[src/rtl/key_event_decoder_pkg.sv]
// Shared definitions for the button user-interface blocks: the decoder
// state encoding and default cycle counts for the robot system clock.
package key_event_decoder_pkg;

    typedef enum logic [1:0] {
        IDLE     = 2'd0,
        PRESSED  = 2'd1,
        LONG     = 2'd2,
        DBL_WAIT = 2'd3
    } state_t;

    // Default durations for the robot clock, shared with other UI blocks
    localparam int DEF_CNT_W         = 26;
    localparam int DEF_LONG_CYCLES   = 50_000_000;
    localparam int DEF_REPEAT_CYCLES = 10_000_000;
    localparam int DEF_DBL_CYCLES    = 25_000_000;

endpackage

[src/rtl/key_event_decoder.sv]
// Turns the debounced button level into single-cycle UI events: press,
// release (with long qualifier), long-press, auto-repeat, single-click and
// double-click. One shared counter times hold, repeat and the click window.
module key_event_decoder
    import key_event_decoder_pkg::*;
#(
    parameter int CNT_W         = DEF_CNT_W,
    parameter int LONG_CYCLES   = DEF_LONG_CYCLES,
    parameter int REPEAT_CYCLES = DEF_REPEAT_CYCLES,
    parameter int DBL_CYCLES    = DEF_DBL_CYCLES,
    parameter int REPEAT_EN     = 1
) (
    input  logic clk,
    input  logic rst,
    input  logic key_in,
    output logic press_pulse,
    output logic release_pulse,
    output logic release_long,
    output logic long_pulse,
    output logic repeat_pulse,
    output logic click_pulse,
    output logic dbl_pulse,
    output logic held
);

    localparam logic [CNT_W-1:0] LONG_LAST   = CNT_W'(LONG_CYCLES - 1);
    localparam logic [CNT_W-1:0] REPEAT_LAST = CNT_W'(REPEAT_CYCLES - 1);
    localparam logic [CNT_W-1:0] DBL_LAST    = CNT_W'(DBL_CYCLES - 1);
    localparam logic             RPT_ON      = (REPEAT_EN != 0);

    state_t            state_q, state_d;
    logic [CNT_W-1:0]  cnt_q, cnt_d;
    logic              second_q, second_d;
    logic              armed_q, armed_d;
    logic              press_q, press_d;
    logic              release_q, release_d;
    logic              rel_long_q, rel_long_d;
    logic              long_q, long_d;
    logic              repeat_q, repeat_d;
    logic              click_q, click_d;
    logic              dbl_q, dbl_d;
    logic              held_q, held_d;

    // Next-state, counter and event decode; events are registered below
    always_comb begin
        state_d    = state_q;
        cnt_d      = cnt_q;
        second_d   = second_q;
        // Arming uses the current (pre-update) armed_q, so the sample that
        // arms cannot itself be accepted as a press.
        armed_d    = armed_q | ~key_in;
        press_d    = 1'b0;
        release_d  = 1'b0;
        rel_long_d = 1'b0;
        long_d     = 1'b0;
        repeat_d   = 1'b0;
        click_d    = 1'b0;
        dbl_d      = 1'b0;

        case (state_q)
            IDLE: begin
                if (armed_q && key_in) begin
                    state_d  = PRESSED;
                    cnt_d    = '0;
                    second_d = 1'b0;
                    press_d  = 1'b1;
                end
            end
            PRESSED: begin
                // Release wins over long expiry on the same sample
                if (!key_in) begin
                    release_d = 1'b1;
                    cnt_d     = '0;
                    state_d   = second_q ? IDLE : DBL_WAIT;
                end else if (cnt_q == LONG_LAST) begin
                    state_d = LONG;
                    cnt_d   = '0;
                    long_d  = 1'b1;
                end else begin
                    cnt_d = cnt_q + 1'b1;
                end
            end
            LONG: begin
                if (!key_in) begin
                    state_d    = IDLE;
                    release_d  = 1'b1;
                    rel_long_d = 1'b1;
                end else if (cnt_q == REPEAT_LAST) begin
                    cnt_d    = '0;
                    repeat_d = RPT_ON;
                end else begin
                    cnt_d = cnt_q + 1'b1;
                end
            end
            DBL_WAIT: begin
                // A press on the expiry sample still counts as a double-click
                if (key_in) begin
                    state_d  = PRESSED;
                    cnt_d    = '0;
                    second_d = 1'b1;
                    press_d  = 1'b1;
                    dbl_d    = 1'b1;
                end else if (cnt_q == DBL_LAST) begin
                    state_d = IDLE;
                    click_d = 1'b1;
                end else begin
                    cnt_d = cnt_q + 1'b1;
                end
            end
            default: state_d = IDLE;
        endcase

        held_d = (state_d == PRESSED) || (state_d == LONG);
    end

    // State, counter, arming and registered outputs; reset aborts silently
    always_ff @(posedge clk) begin
        if (rst) begin
            state_q    <= IDLE;
            cnt_q      <= '0;
            second_q   <= 1'b0;
            armed_q    <= 1'b0;
            press_q    <= 1'b0;
            release_q  <= 1'b0;
            rel_long_q <= 1'b0;
            long_q     <= 1'b0;
            repeat_q   <= 1'b0;
            click_q    <= 1'b0;
            dbl_q      <= 1'b0;
            held_q     <= 1'b0;
        end else begin
            state_q    <= state_d;
            cnt_q      <= cnt_d;
            second_q   <= second_d;
            armed_q    <= armed_d;
            press_q    <= press_d;
            release_q  <= release_d;
            rel_long_q <= rel_long_d;
            long_q     <= long_d;
            repeat_q   <= repeat_d;
            click_q    <= click_d;
            dbl_q      <= dbl_d;
            held_q     <= held_d;
        end
    end

    assign press_pulse   = press_q;
    assign release_pulse = release_q;
    assign release_long  = rel_long_q;
    assign long_pulse    = long_q;
    assign repeat_pulse  = repeat_q;
    assign click_pulse   = click_q;
    assign dbl_pulse     = dbl_q;
    assign held          = held_q;

endmodule

[config.mk]
export PLATFORM = sky130hd
export DESIGN_NAME = key_event_decoder
export DESIGN_NICKNAME = d
export VERILOG_FILES = /design/src/rtl/key_event_decoder_pkg.sv /design/src/rtl/key_event_decoder.sv
export SDC_FILE = /design/constraint.sdc
export NUM_CORES = 1
export LEC_CHECK = 0
export ABC_AREA = 1
export ABC_CLOCK_PERIOD_IN_PS = 2400
export CAP_MARGIN = 10
export CORE_UTILIZATION = 40
export DETAILED_ROUTE_END_ITERATION = 10
export GPL_TIMING_DRIVEN = 0
export PLACE_DENSITY = 0.63
export SYNTH_ARGS = -nofsm -noshare
export SYNTH_HDL_FRONTEND = slang
export SYNTH_SLANG_ARGS = --single-unit
[constraint.sdc]
create_clock -name clk -period 2.4 [get_ports clk]
set_input_delay 0.24 -clock clk [delete_from_list [all_inputs] [get_ports clk]]
set_output_delay 0.24 -clock clk [all_outputs]
set_load 0.005 [all_outputs]
== Yosys cells after proc, flatten, opt, wreduce, memory -nomap -nowiden ==
Cells that the tools add are included.
W data, S select, Z words.
Storage, ports and cells
  input port bits: 3
  logic and storage cells: 70
  flip-flop bits (word level): 38
Operators by class
  equal/unequal tests: 12
  add/subtract/negate cells: 1
  bitwise logic cells: 6
  mux-type cells: 26
  reductions and logical operators: 13
Operators with widths (number)
  $mux W26: 7
  $pmux W26 S4: 1
  $add A26 B1 Y26 const B: 1
  $eq A26 B24 Y1 const B: 1
  $eq A26 B25 Y1 const B: 1
  $eq A26 B26 Y1 const B: 1
  $mux W2: 7
  $reduce_or A3 Y1: 3
  $mux W1: 8
  $pmux W2 S4: 1
  $reduce_or A2 Y1: 4
  $eq A2 B2 Y1 const B: 3
  $ne A2 B2 Y1 const B: 3
  $reduce_and A3 Y1: 2
  $not A1 Y1: 5
  $eq A2 B1 Y1 const B: 2
  $pmux W1 S2: 2
  $ne A3 B3 Y1 const B: 1
  $logic_not A2 Y1: 1
  $reduce_bool A2 Y1: 1
  $logic_and A1 B1 Y1: 1
  $logic_or A1 B1 Y1: 1
  $or A1 B1 Y1: 1

== Logic depth before layout (Yosys ltp) ==
  depth in word-level cells: 6
  depth in mapped cells: 14

== Worst setup path after synthesis ==
Ideal clock, no wire load.
  path type: register to register
  start point: register cnt_q[0]
  end point: register cnt_q[10]
  required time: 2283 ps
  data arrival time: 1536 ps
  path slack: 747 ps
  buffers on the path: 1
  period minus slack after synthesis: 1653 ps
  library setup time: 117 ps
  stages on the path, launching flop included: 14
  cells stage by stage: dfxtp_1 ha_1 nand2_1 nor2_2 inv_2 nor2_2 nand3_4 nand2_4 inv_4 buf_6 nand2_1 o21ai_0 o21ai_0 nor2_2
Between the ends
  longest elaborated chain between the ends: 4
  elaborated cells on any way between the ends: 13
  those cells by class: add/sub: 1; eq/ne: 4; mux: 7; reduce/logical: 1
RTL lines
  from (decl): line key_event_decoder.sv:32  | logic [CNT_W-1:0] cnt_q, cnt_d;
  from (signal assigned): line key_event_decoder.sv:133  | cnt_q <= cnt_d;
  $add A26 B1 Y26 (tied with other cells): line key_event_decoder.sv:80, key_event_decoder.sv:92, key_event_decoder.sv:107
  $mux W26, on equally long branches: line key_event_decoder.sv:103, key_event_decoder.sv:88, key_event_decoder.sv:75
  $mux W26, on equally long branches: line key_event_decoder.sv:97, key_event_decoder.sv:84, key_event_decoder.sv:71
  $pmux W26 S4: line key_event_decoder.sv:60  | case (state_q)
Parallel ways exist; a longest one is shown, timed or not. The select of a mux whose other input is x is not followed.
A chain may end at the register's enable or synchronous reset.

== Worst setup path in the final report ==
Ends and elaborated chain as after synthesis.

==> flow_metrics.py <==
metrics = {
    "global_route": {
        "first_global_vias": 2146,
        "grt_max_degree": 13,
        "antenna_found_initial": 0,
        "gr-total-overflow": 0,
        "grt_usage_pct": 20.7,
        "grt_pass1_wl_um": 9880,
    },
    "critical_path": {
        "timing.rr.start": "cnt_q[0]",
        "critPathRequiredTime_ps": 2590,
        "critPathMaxFanout": 10,
        "crit_path_start": "cnt_q[0]",
        "crit_arrival_ps": 2210,
        "path_class": "flop to flop",
        "r2r-end": "cnt_q[10]",
        "cp-start-kind": "flop",
        "reg2reg_depth": 13,
        "reg2reg_slack_ps": 380,
        "cp-endpoint": "cnt_q[10]",
        "crit_path_end_kind": "flop",
    },
    "power_and_ir_drop": {
        "power.internal_w": 0.000960,
        "ir_drop_uv": 207,
        "p_comb_share_pct": 17.3,
        "p_sw_w": 0.000406,
        "netSwitchingFraction_pct": 29.7,
        "p_total_w": 0.00137,
        "leakagePower_nw": 0.978,
        "seq_power_share_pct": 47.9,
        "pwr-share-clk_pct": 34.8,
        "pwr_density_cell_nw_per_um2": 520,
    },
    "synthesis": {
        "synthTopCellsByArea": "dfxtp_1, nand2_1, nor2_1, inv_1, nand3_1",
        "syn-cell-area_um2": 2340,
        "ys_warn_count": 0,
        "synth_nets": 371,
        "yosysSeqAreaShare_pct": 32.5,
        "ys_seq_elements": 38,
        "synth_top_area_cell": "dfxtp_1",
        "syn_inst": 362,
        "synth_most_common_cell": "nand2_1",
        "synth_top_area_share_pct": 32.5,
        "synth_commonest_cells": "nand2_1, nor2_1, dfxtp_1",
        "synthFlopType": "dfxtp_1",
        "synthDistinctLibCells": 36,
        "synth-edff-count": 0,
        "syn_area_per_cell_um2": 6.47,
        "async_flop_share_pct": 0,
    },
    "cts": {
        "cts_root_buf": "clkbuf_8",
        "cts_sinks": 38,
        "cts_tree": "built",
        "cts_hold_buf": 0,
        "cts.repair.resized": 0,
        "clk_latency_ps": 300,
        "h-tree-depth": 2,
        "cts.reportedPaths.clkPinSlew_ps": 80,
        "post_cts_buffers": 0,
        "cts_buffer_depth": 2,
        "cts_made_buffers": 5,
    },
    "sta": {
        "slew_viol_final": 0,
        "maxSlewHeadroom_pct": 70.9,
        "fmax_mhz": 495,
        "skew_ps": 4.87,
        "period_needed_ps": 2020,
        "setup_violations": 0,
        "final_hold_viol_count": 0,
        "rsz0062_at_grt": "no",
        "worstMarginPinSlew_ps": 436,
        "final.period_utilization_pct": 84.2,
        "tns_ps": 0,
    },
    "hold_path": {
        "hp-class": "flop to flop",
    },
    "job": {
        "drv_cap": 0,
    },
    "final_layout": {
        "instances_no_fill": 452,
        "nFillCells": 594,
        "drive_gt1_share_pct": 12.6,
        "fin_nets": 388,
        "finish.utilization_pct": 47.1,
        "n_antenna_cell": 0,
        "syn_to_final_growth_pct": 12.2,
    },
    "placement": {
        "dp.cells": 444,
        "place_hpwl_um": 4400,
        "routabilityCongestion": 0.892,
        "io_buffers": 10,
    },
    "route": {
        "drt_iter0_drc": 196,
        "routed_via_density": 5.01,
        "routed_wl_um": 5630,
        "first_pass_iters": 5,
        "post_drt_wl_per_cell_um": 12.5,
        "drc": 0,
        "ant_nets": 0,
        "dr_total_vias": 2265,
    },
    "floorplanning": {
        "rows": 27,
        "initial_core_util_pct": 42.0,
        "die_height_um": 78.5,
        "die_x_um": 78.5,
        "dieArea_um2": 6160,
        "core_um2": 5570,
        "design.portCount": 11,
    },
    "status": {
        "run_status": "completed",
    },
}
==> through the flow <==
step	area (um^2)	hold WS [ps]	setup WS (ps)
floorplan	2340	444	747
global placement	2530	476	391
detailed placement	2530	486	388
CTS	2630	499	369
global route	2630	522	173
finish	2630	496	378
==> logic make-up after synthesis <==
kind of cell | after synthesis | synth area share (%)
xor gates and xnor gates | 4 | 1.50
AOI/OAI and AO/OA | 26 | 6.68
adders and majority gates | 6 | 3.21
and+or+nand+nor | 242 | 47.5
DFF | 38 | 32.5
buffers and inverters | 46 | 8.66
==> per-layer routing <==
metal | share of wire (%) | GRT usage, %
met1 | 48 | 26.6
met2 | 45 | 34.3
met3 | 4.8 | 4.07
met4 | 1.4 | 6.85
met5 | 0 | 0
==> layout make-up <==
type / count / area [um^2] / area share, %
repair buffers: 10 / 100 / 3.81
well taps: 72 / 90.1 / 3.43
inverters: 39 / 149 / 5.67
clock buffers: 6 / 82.6 / 3.14
flip-flops and latches: 38 / 761 / 29.0
plain buffers: 7 / 53.8 / 2.05
multi-input cells: 278 / 1380 / 52.5
clock inverters: 2 / 12.5 / 0.476
==> how the worst min path moves through the flow <==
stage,start,end,slack [ps],depth (start not counted)
after floorplan,key_in,release_long,440,3
after global placement,cnt_q[1],cnt_q[1],480,2
after detailed placement,cnt_q[1],cnt_q[1],490,2
after CTS,cnt_q[1],cnt_q[1],500,2
after global routing,cnt_q[1],cnt_q[1],520,2
final,cnt_q[1],cnt_q[1],500,2
==> cell usage in the layout (no fill, tap or decap), drive strengths merged <==
cell type and n:
nand2 103, clkdlybuf4s50 10, inv 39, a21boi 1, a21oi 7, nor2 81
a32o 1, clkinvlp 1, o211ai 1, dfxtp 38, clkinv 1, nor3 19
xor2 4, nand3b 1, buf 5, o21ai 12, nor4 1, ha 6
and3 1, o22ai 2, and2 1, a31o 1, or2 1, nand4 8
nand3 26, a211oi 1, clkbuf 8
==> registers in the layout, summed over array words and instances, names as in the netlist <==
register and cells:
cnt_q 26, dbl_pulse 1, armed_q 1, second_q 1, release_pulse 1, repeat_pulse 1
state_q 2, release_long 1, held 1, long_pulse 1, press_pulse 1, click_pulse 1
==> worst max-delay path: stages (launching register included) <==
cell	delay, ps
dfxtp_1	370
ha_1	180
nand2_1	70
nor2_2	180
nand2_1	140
nor2_1	120
nand2_1	110
nand3_1	80
nand3_1	80
nand2_1	130
nand2_4	100
nand2_4	100
buf_6	190
nor2_2	50
==> power groups by stage <==
stage | Clock, W | Combinational [W] | Sequential (W)
floorplan | 0 | 0.000172 | 0.000668
global placement | 0 | 0.000236 | 0.000669
detailed placement | 0 | 0.000236 | 0.000670
CTS | 0.000491 | 0.000237 | 0.000655
global route | 0.000521 | 0.000267 | 0.000657
finish | 0.000475 | 0.000237 | 0.000655
No activity file was read; power rests on OpenSTA's default activity.
